===== src/rtl/aes_core_scheduler.sv =====
// Round-robin scheduler sharing one iterative Cipher and one InvCipher core between encrypt/decrypt channels.
// Define AES_OP_COUNTER_EN to add saturating per-type result handshake counters (enc_count/dec_count).
module aes_core_scheduler #(
    parameter int Nk           = 4,
    parameter int Nr           = Nk + 6,
    parameter int CORE_LATENCY = Nr + 1
) (
    input  logic           clk,
    input  logic           reset,
    input  logic           enc_valid,
    output logic           enc_ready,
    input  logic [0:127]   enc_text,
    input  logic           dec_valid,
    output logic           dec_ready,
    input  logic [0:127]   dec_text,
    output logic           c_reset,
    output logic [127:0]   c_text_in,
    input  logic [127:0]   c_text_out,
    output logic           ic_reset,
    output logic [127:0]   ic_text_in,
    input  logic [127:0]   ic_text_out,
    output logic           res_valid,
    input  logic           res_ready,
    output logic [127:0]   res_text,
    output logic           res_is_dec,
`ifdef AES_OP_COUNTER_EN
    output logic           busy,
    output logic [15:0]    enc_count,
    output logic [15:0]    dec_count
`else
    output logic           busy
`endif
);

    localparam int CntW = $clog2(CORE_LATENCY) + 1;

    typedef enum logic [1:0] {IDLE, LOAD, RUN, HOLD} state_t;

    state_t            state;
    logic [CntW-1:0]   cnt;
    logic              opDec;
    logic              lastGrantDec;
    logic              grantEnc;
    logic              grantDec;

    // Encrypt wins when alone or when decrypt was granted last.
    always_comb begin
        grantEnc  = enc_valid && (!dec_valid || lastGrantDec);
        grantDec  = dec_valid && !grantEnc;
        enc_ready = (state == IDLE) && grantEnc;
        dec_ready = (state == IDLE) && grantDec;
        busy      = (state != IDLE);
    end

    always_ff @(posedge clk) begin
        if (reset) begin
            state        <= IDLE;
            cnt          <= '0;
            opDec        <= 1'b0;
            lastGrantDec <= 1'b1;
            res_valid    <= 1'b0;
            res_text     <= '0;
            res_is_dec   <= 1'b0;
            c_reset      <= 1'b1;
            ic_reset     <= 1'b1;
            c_text_in    <= '0;
            ic_text_in   <= '0;
        end else begin
            case (state)
                IDLE: begin
                    if (grantEnc) begin
                        c_text_in    <= enc_text;
                        opDec        <= 1'b0;
                        lastGrantDec <= 1'b0;
                        state        <= LOAD;
                    end else if (grantDec) begin
                        ic_text_in   <= dec_text;
                        opDec        <= 1'b1;
                        lastGrantDec <= 1'b1;
                        state        <= LOAD;
                    end
                end
                LOAD: begin
                    cnt   <= '0;
                    state <= RUN;
                    if (opDec) ic_reset <= 1'b0;
                    else       c_reset  <= 1'b0;
                end
                RUN: begin
                    cnt <= cnt + 1'b1;
                    if (cnt == CntW'(CORE_LATENCY - 1)) begin
                        res_text   <= opDec ? ic_text_out : c_text_out;
                        res_is_dec <= opDec;
                        res_valid  <= 1'b1;
                        c_reset    <= 1'b1;
                        ic_reset   <= 1'b1;
                        state      <= HOLD;
                    end
                end
                HOLD: begin
                    if (res_ready) begin
                        res_valid <= 1'b0;
                        state     <= IDLE;
                    end
                end
                default: state <= IDLE;
            endcase
        end
    end

`ifdef AES_OP_COUNTER_EN
    always_ff @(posedge clk) begin
        if (reset) begin
            enc_count <= '0;
            dec_count <= '0;
        end else if (state == HOLD && res_ready) begin
            if (res_is_dec) begin
                if (dec_count != 16'hFFFF) dec_count <= dec_count + 16'd1;
            end else begin
                if (enc_count != 16'hFFFF) enc_count <= enc_count + 16'd1;
            end
        end
    end
`endif

endmodule

===== config.mk =====
export PLATFORM = sky130hd
export DESIGN_NAME = aes_core_scheduler
export DESIGN_NICKNAME = d
export VERILOG_FILES = /design/src/rtl/aes_core_scheduler.sv
export SDC_FILE = /design/constraint.sdc
export NUM_CORES = 1
export LEC_CHECK = 0
export CAP_MARGIN = 20
export CORE_AREA = 2 2 349 351
export DETAILED_ROUTE_END_ITERATION = 16
export DIE_AREA = 0 0 351 353
export DONT_BUFFER_PORTS = 1
export PLACE_DENSITY_LB_ADDON = 0.15
export SLEW_MARGIN = 20
export SYNTH_ARGS = -nofsm -noshare
export SYNTH_HDL_FRONTEND = slang
export SYNTH_SLANG_ARGS = --single-unit
export TNS_END_PERCENT = 10

===== constraint.sdc =====
create_clock -name clk -period 2.3 [get_ports clk]
set_clock_uncertainty 0.1 [all_clocks]
set_input_delay 0.46 -clock clk [delete_from_list [all_inputs] [get_ports clk]]
set_output_delay 0.46 -clock clk [all_outputs]
set_load 0.01 [all_outputs]

* Word-level counts from Yosys, hierarchy flattened
Cells that the tools add are included.
** Word-level totals
- Bits in registers :: 397
- Logic and storage cells :: 58
** Operators by class
- Add/subtract/negate cells :: 1
- Bitwise operators :: 1
- Mux-type cells :: 16
- Eq/ne operators :: 9
- Reductions and logical operators :: 20
** Operators with widths (count)
- $mux W128 :: 1
- $reduce_and A3 Y1 :: 5
- $pmux W5 S2 :: 1
- $mux W2 :: 4
- $ne A2 B2 Y1 const B :: 4
- $pmux W2 S4 :: 1
- $reduce_bool A2 Y1 :: 4
- $mux W1 :: 6
- $pmux W1 S2 :: 3
- $reduce_and A2 Y1 :: 3
- $add A5 B1 Y5 const B :: 1
- $eq A5 B4 Y1 const B :: 1
- $eq A2 B2 Y1 const B :: 2
- $logic_and A1 B1 Y1 :: 4
- $ne A3 B3 Y1 const B :: 1
- $eq A2 B1 Y1 const B :: 1
- $logic_not A1 Y1 :: 2
- $logic_not A2 Y1 :: 1
- $logic_or A1 B1 Y1 :: 1
- $not A1 Y1 :: 1

* Depth between registers and ports, before layout
- Depth in word-level cells :: 8
- Gate-level depth with buffers :: 8
- Depth with buffers taken out :: 5

* Worst setup path before layout
Ideal clock, no wire load.
- Path kind :: register -> output
- Start :: register state[0]
- End :: output enc_ready
- Stages on the path, launching flop included :: 7
- Arrival :: 1.284 ns
- Setup slack :: 0.456 ns
- Data required time :: 1.740 ns
- Buffers on the path :: 2
- Path through :: dfxtp_1 -> inv_1 -> ha_1 -> nand2_1 -> buf_2 -> clkbuf_1 -> nor2_1
** Between the ends
- Longest elaborated chain between the ends :: 2
** RTL lines
- start, declared :: line 39 : state_t state;
- start signal, assigned :: line 57 : state <= IDLE;
- start signal, assigned :: line 75 : state <= LOAD;
- start signal, assigned :: line 80 : state <= LOAD;
- $logic_not A2 Y1 :: line 50 : enc_ready = (state == IDLE) && grantEnc;
- $logic_and A1 B1 Y1 :: line 50
- end, declared :: line 11 : output logic enc_ready,
No other way between the ends.

* Worst setup path in the final report
- Start :: register state[0]
- End :: register c_text_in[88]
** Between the ends
- Longest elaborated chain between the ends :: 2
** RTL lines
- $logic_not A2 Y1 :: line 69 : case (state)
- $reduce_and A2 Y1 (no source line)
- end signal, assigned :: line 72 : c_text_in <= enc_text;
- end, declared :: line 17 : output logic [127:0] c_text_in,
No other way between the ends.
A chain may end at the register's enable or synchronous reset.

==> results.json <==
{
  "slew-limit-headroom_pct": -8.51,
  "worstMarginPinSlew_ps": 1630,
  "yosysTopAreaCellShare_pct": 47.7,
  "hp-class": "in2reg",
  "syn2layout_area_growth_pct": 48.2,
  "cap_violations": 0,
  "end_kind": "flip-flop",
  "cts_tree": "done",
  "setup-tns-final_ps": 0,
  "gr-total-overflow": 0,
  "fin_util_pct": 20.5,
  "crit_path_cell_trace": "inv_4 -> ha_4 -> and2_4 -> buf_12 -> buf_4 -> nand3_1 -> a21oi_1 -> dlygate4sd3_1",
  "status": "finished, violations left",
  "clkTransAtPathRegs_ps": 60,
  "cts_root_buf": "clkbuf_16",
  "drc": 0,
  "cts_buffer_depth": 3,
  "drt_wl_total_mm": 82.2,
  "yosysTopAreaCell": "dfxtp_1",
  "fin_crit_ps": 2260,
  "yosys-top-cells-count": "dfxtp_1, a21oi_1, nand3_1, o21ai_0, clkbuf_1",
  "dr.pass1.iters": 5,
  "ir_drop_uv": 490,
  "io_buffer_count": 0,
  "crit_path_max_fanout": 19,
  "synth_area_leaders": "dfxtp_1, a21oi_1, mux2i_1",
  "power_mw": 23.6,
  "drv_slew": 91,
  "fin_crit_sh_pct": 98.3,
  "whs_path_depth": 1,
  "setup_ws_ps": 39.2,
  "rrSetupSlack_ps": 40,
  "fp.dieW_um": 351,
  "stdcell_area_mm2": 0.0247,
  "synth.distinct_cells": 34,
  "cts_made_buffers": 51,
  "syn_area_per_cell_um2": 9.09,
  "synth_seq_cells": 397,
  "fmax_ghz": 0.442,
  "synthAdderAreaFrac_pct": 0.451,
  "synthCells": 1832,
  "finalHoldViolCount": 89,
  "stdcell_count": 3821,
  "dr.first_iter.drc_count": 1119,
  "grt_use_met1_pct": 13.3,
  "synth_edf_count": 0,
  "dp_cells": 3291,
  "async_reset_ff_share_pct": 0,
  "cts_sinks": 397,
  "num_vias": 16000,
  "place.gp.congestion": 0.879,
  "violations": "hold timing, slew limit",
  "place_hpwl_mm": 54.1,
  "antenna_found_initial": 8,
  "synth_fp_nets": 2355,
  "pin_count": 908,
  "path_class": "reg2reg",
  "busiest_layer": "met2",
  "routedWlPerCell_um": 21.5,
  "antenna_left": 0,
  "required_ps": 2800,
  "synth_top_family_by_area": "compound AO/OA/AOI/OAI gates",
  "whs_ps": -146,
  "syn-cell-area_mm2": 0.0166,
  "rsz0062_at_grt": "true",
  "clk_latency_ps": 650,
  "grt_use_met3_pct": 4.27,
  "synthMuxAreaShare_pct": 7.83,
  "post-place-ws_ps": 195,
  "whs_endpoint": "res_text[11]$_SDFFE_PP0P_",
  "critPathArrivalTime_ps": 2760,
  "viasPerCell": 4.19,
  "synth_compound_area_share_pct": 29.1,
  "ys_seq_area_share_pct": 47.7,
  "grt_pass1_vias": 16300,
  "setup_violations": 0,
  "p_leak_nw": 8.26,
  "synth_xor_area_share_pct": 0.158,
  "grt_start_max_net_pins": 398,
  "initial_core_util_pct": 13.8,
  "layout.nets": 2678,
  "synth-simple-area-share_pct": 8.87,
  "use_met2_pct": 21.1,
  "yosysMostFrequentCell": "dfxtp_1",
  "fp-row-count": 128,
  "fill_cells": 13200,
  "grt_pass1_wl_mm": 112,
  "fp.dieH_um": 353,
  "worstSetupStartpointType": "flip-flop",
  "slowest_stage": "dlygate4sd3_1",
  "core_area_mm2": 0.121,
  "cts_max_level": 2,
  "power.density_mw_per_mm2": 957,
  "track_usage_pct": 12.0,
  "yosysWarningCount": 0,
  "placed_area_mm2": 0.0185,
  "timing.rr.end": "c_text_in[88]$_SDFFE_PP0P_",
  "die_area_mm2": 0.124,
  "drive_above_1_share_pct": 13.2,
  "reg2reg_depth": 8,
  "r2r-start": "state[0]$_SDFFE_PP0P_",
  "yosys_most_used_dff": "dfxtp_1",
  "worstHoldStart": "reset",
  "cpPeakStageDelay_ps": 610
}
==> flip-flops by register name, summed over array words and instances, names as in the netlist <==
signal and count:
res_valid 1, res_text 128, res_is_dec 1, c_text_in 128, ic_reset 1, ic_text_in 128, state 2, cnt 5
opDec 1, lastGrantDec 1, c_reset 1
==> cells in the final DEF, fill, tap and decap left out, types with 3 or more instances in the layout <==
cell type      count
clkbuf_8           6
nor2_1             8
buf_6              6
inv_1              4
xor2_1             3
diode_2            6
dfxtp_1          393
nand2_1            4
buf_4             24
inv_4              3
a211oi_1          59
dfxtp_4            3
ha_1               4
a21oi_1          328
clkinv_2           4
a211oi_2          70
o21ai_0          255
clkbuf_1          18
mux2i_1          129
clkbuf_16         56
buf_12            23
buf_16             6
dlygate4sd3_1    418
a21oi_2           61
and2_4             3
nand2b_1           3
clkinvlp_4         3
nor2_4             3
nand3_1          255
==> worst max-delay path: cells and delay by family (launching register included) <==
| family | cells | cell delay, ps |
|---|---|---|
| adder cells (fa/ha/maj) | 1 | 200 |
| AND/OR/NAND/NOR | 2 | 330 |
| flip-flops | 1 | 360 |
| AO/OA/AOI/OAI | 1 | 160 |
| buffers and inverters | 4 | 1040 |
==> worst max path at each step <==
stage               slack [ps]                   from  cells past startpoint                         end
finish                      40  state[0]$_SDFFE_PP0P_                      8  c_text_in[88]$_SDFFE_PP0P_
global route               -60  state[0]$_SDFFE_PP0P_                      8  c_text_in[71]$_SDFFE_PP0P_
CTS                          2  state[1]$_SDFFE_PP0P_                      6                   dec_ready
detailed placement         190  state[0]$_SDFFE_PP0P_                      6  c_text_in[80]$_SDFFE_PP0P_
global placement           190  state[0]$_SDFFE_PP0P_                      6  c_text_in[80]$_SDFFE_PP0P_
floorplan                  460  state[0]$_SDFFE_PP0P_                      6                   enc_ready
==> routing by layer <==
layer,wire length [µm],up-vias
met5,37,-
met1,31400,7841
met4,2250,6
li1,-,7344
met3,7490,122
met2,41100,716
==> timing repair <==
action | CTS | global route
gates resized for setup | 13 | 22
setup endpoints to repair | 3 | 116
setup buffers | 3 | 7
hold endpoints to repair | 395 | 192
pin swaps | 1 | 7
hold buffers | 408 | 12
gates cloned | 0 | 6
==> layout make-up <==
type / instances / area (µm²) / share of cell area (%)
diodes: 6 / 15.0 / 0.0609
well taps: 1625 / 2030 / 8.24
clock buffers: 75 / 1430 / 5.78
repair buffers: 484 / 5210 / 21.1
inverters: 6 / 27.5 / 0.112
clock inverters: 13 / 136 / 0.553
flip-flops and latches: 397 / 7960 / 32.3
multi-input cells: 1215 / 7860 / 31.9
==> power breakdown <==
| group | switching, mW | internal, mW | total (mW) |
|---|---|---|---|
| clock | 3.45 | 4.32 | 7.77 |
| combinational | 4.05 | 3.13 | 7.17 |
| sequential | 1.03 | 7.64 | 8.67 |
==> kinds of logic (layout without fill, tap and decap cells) <==
logic type	Yosys count	in the layout
other cells	0	6
compound gates	782	782
flops	397	397
buf+inv	221	578
xor+xnor	3	3
simple gates	293	294
mux	130	130
fa+ha+maj	6	6
Power figures use the tool's default switching activity.
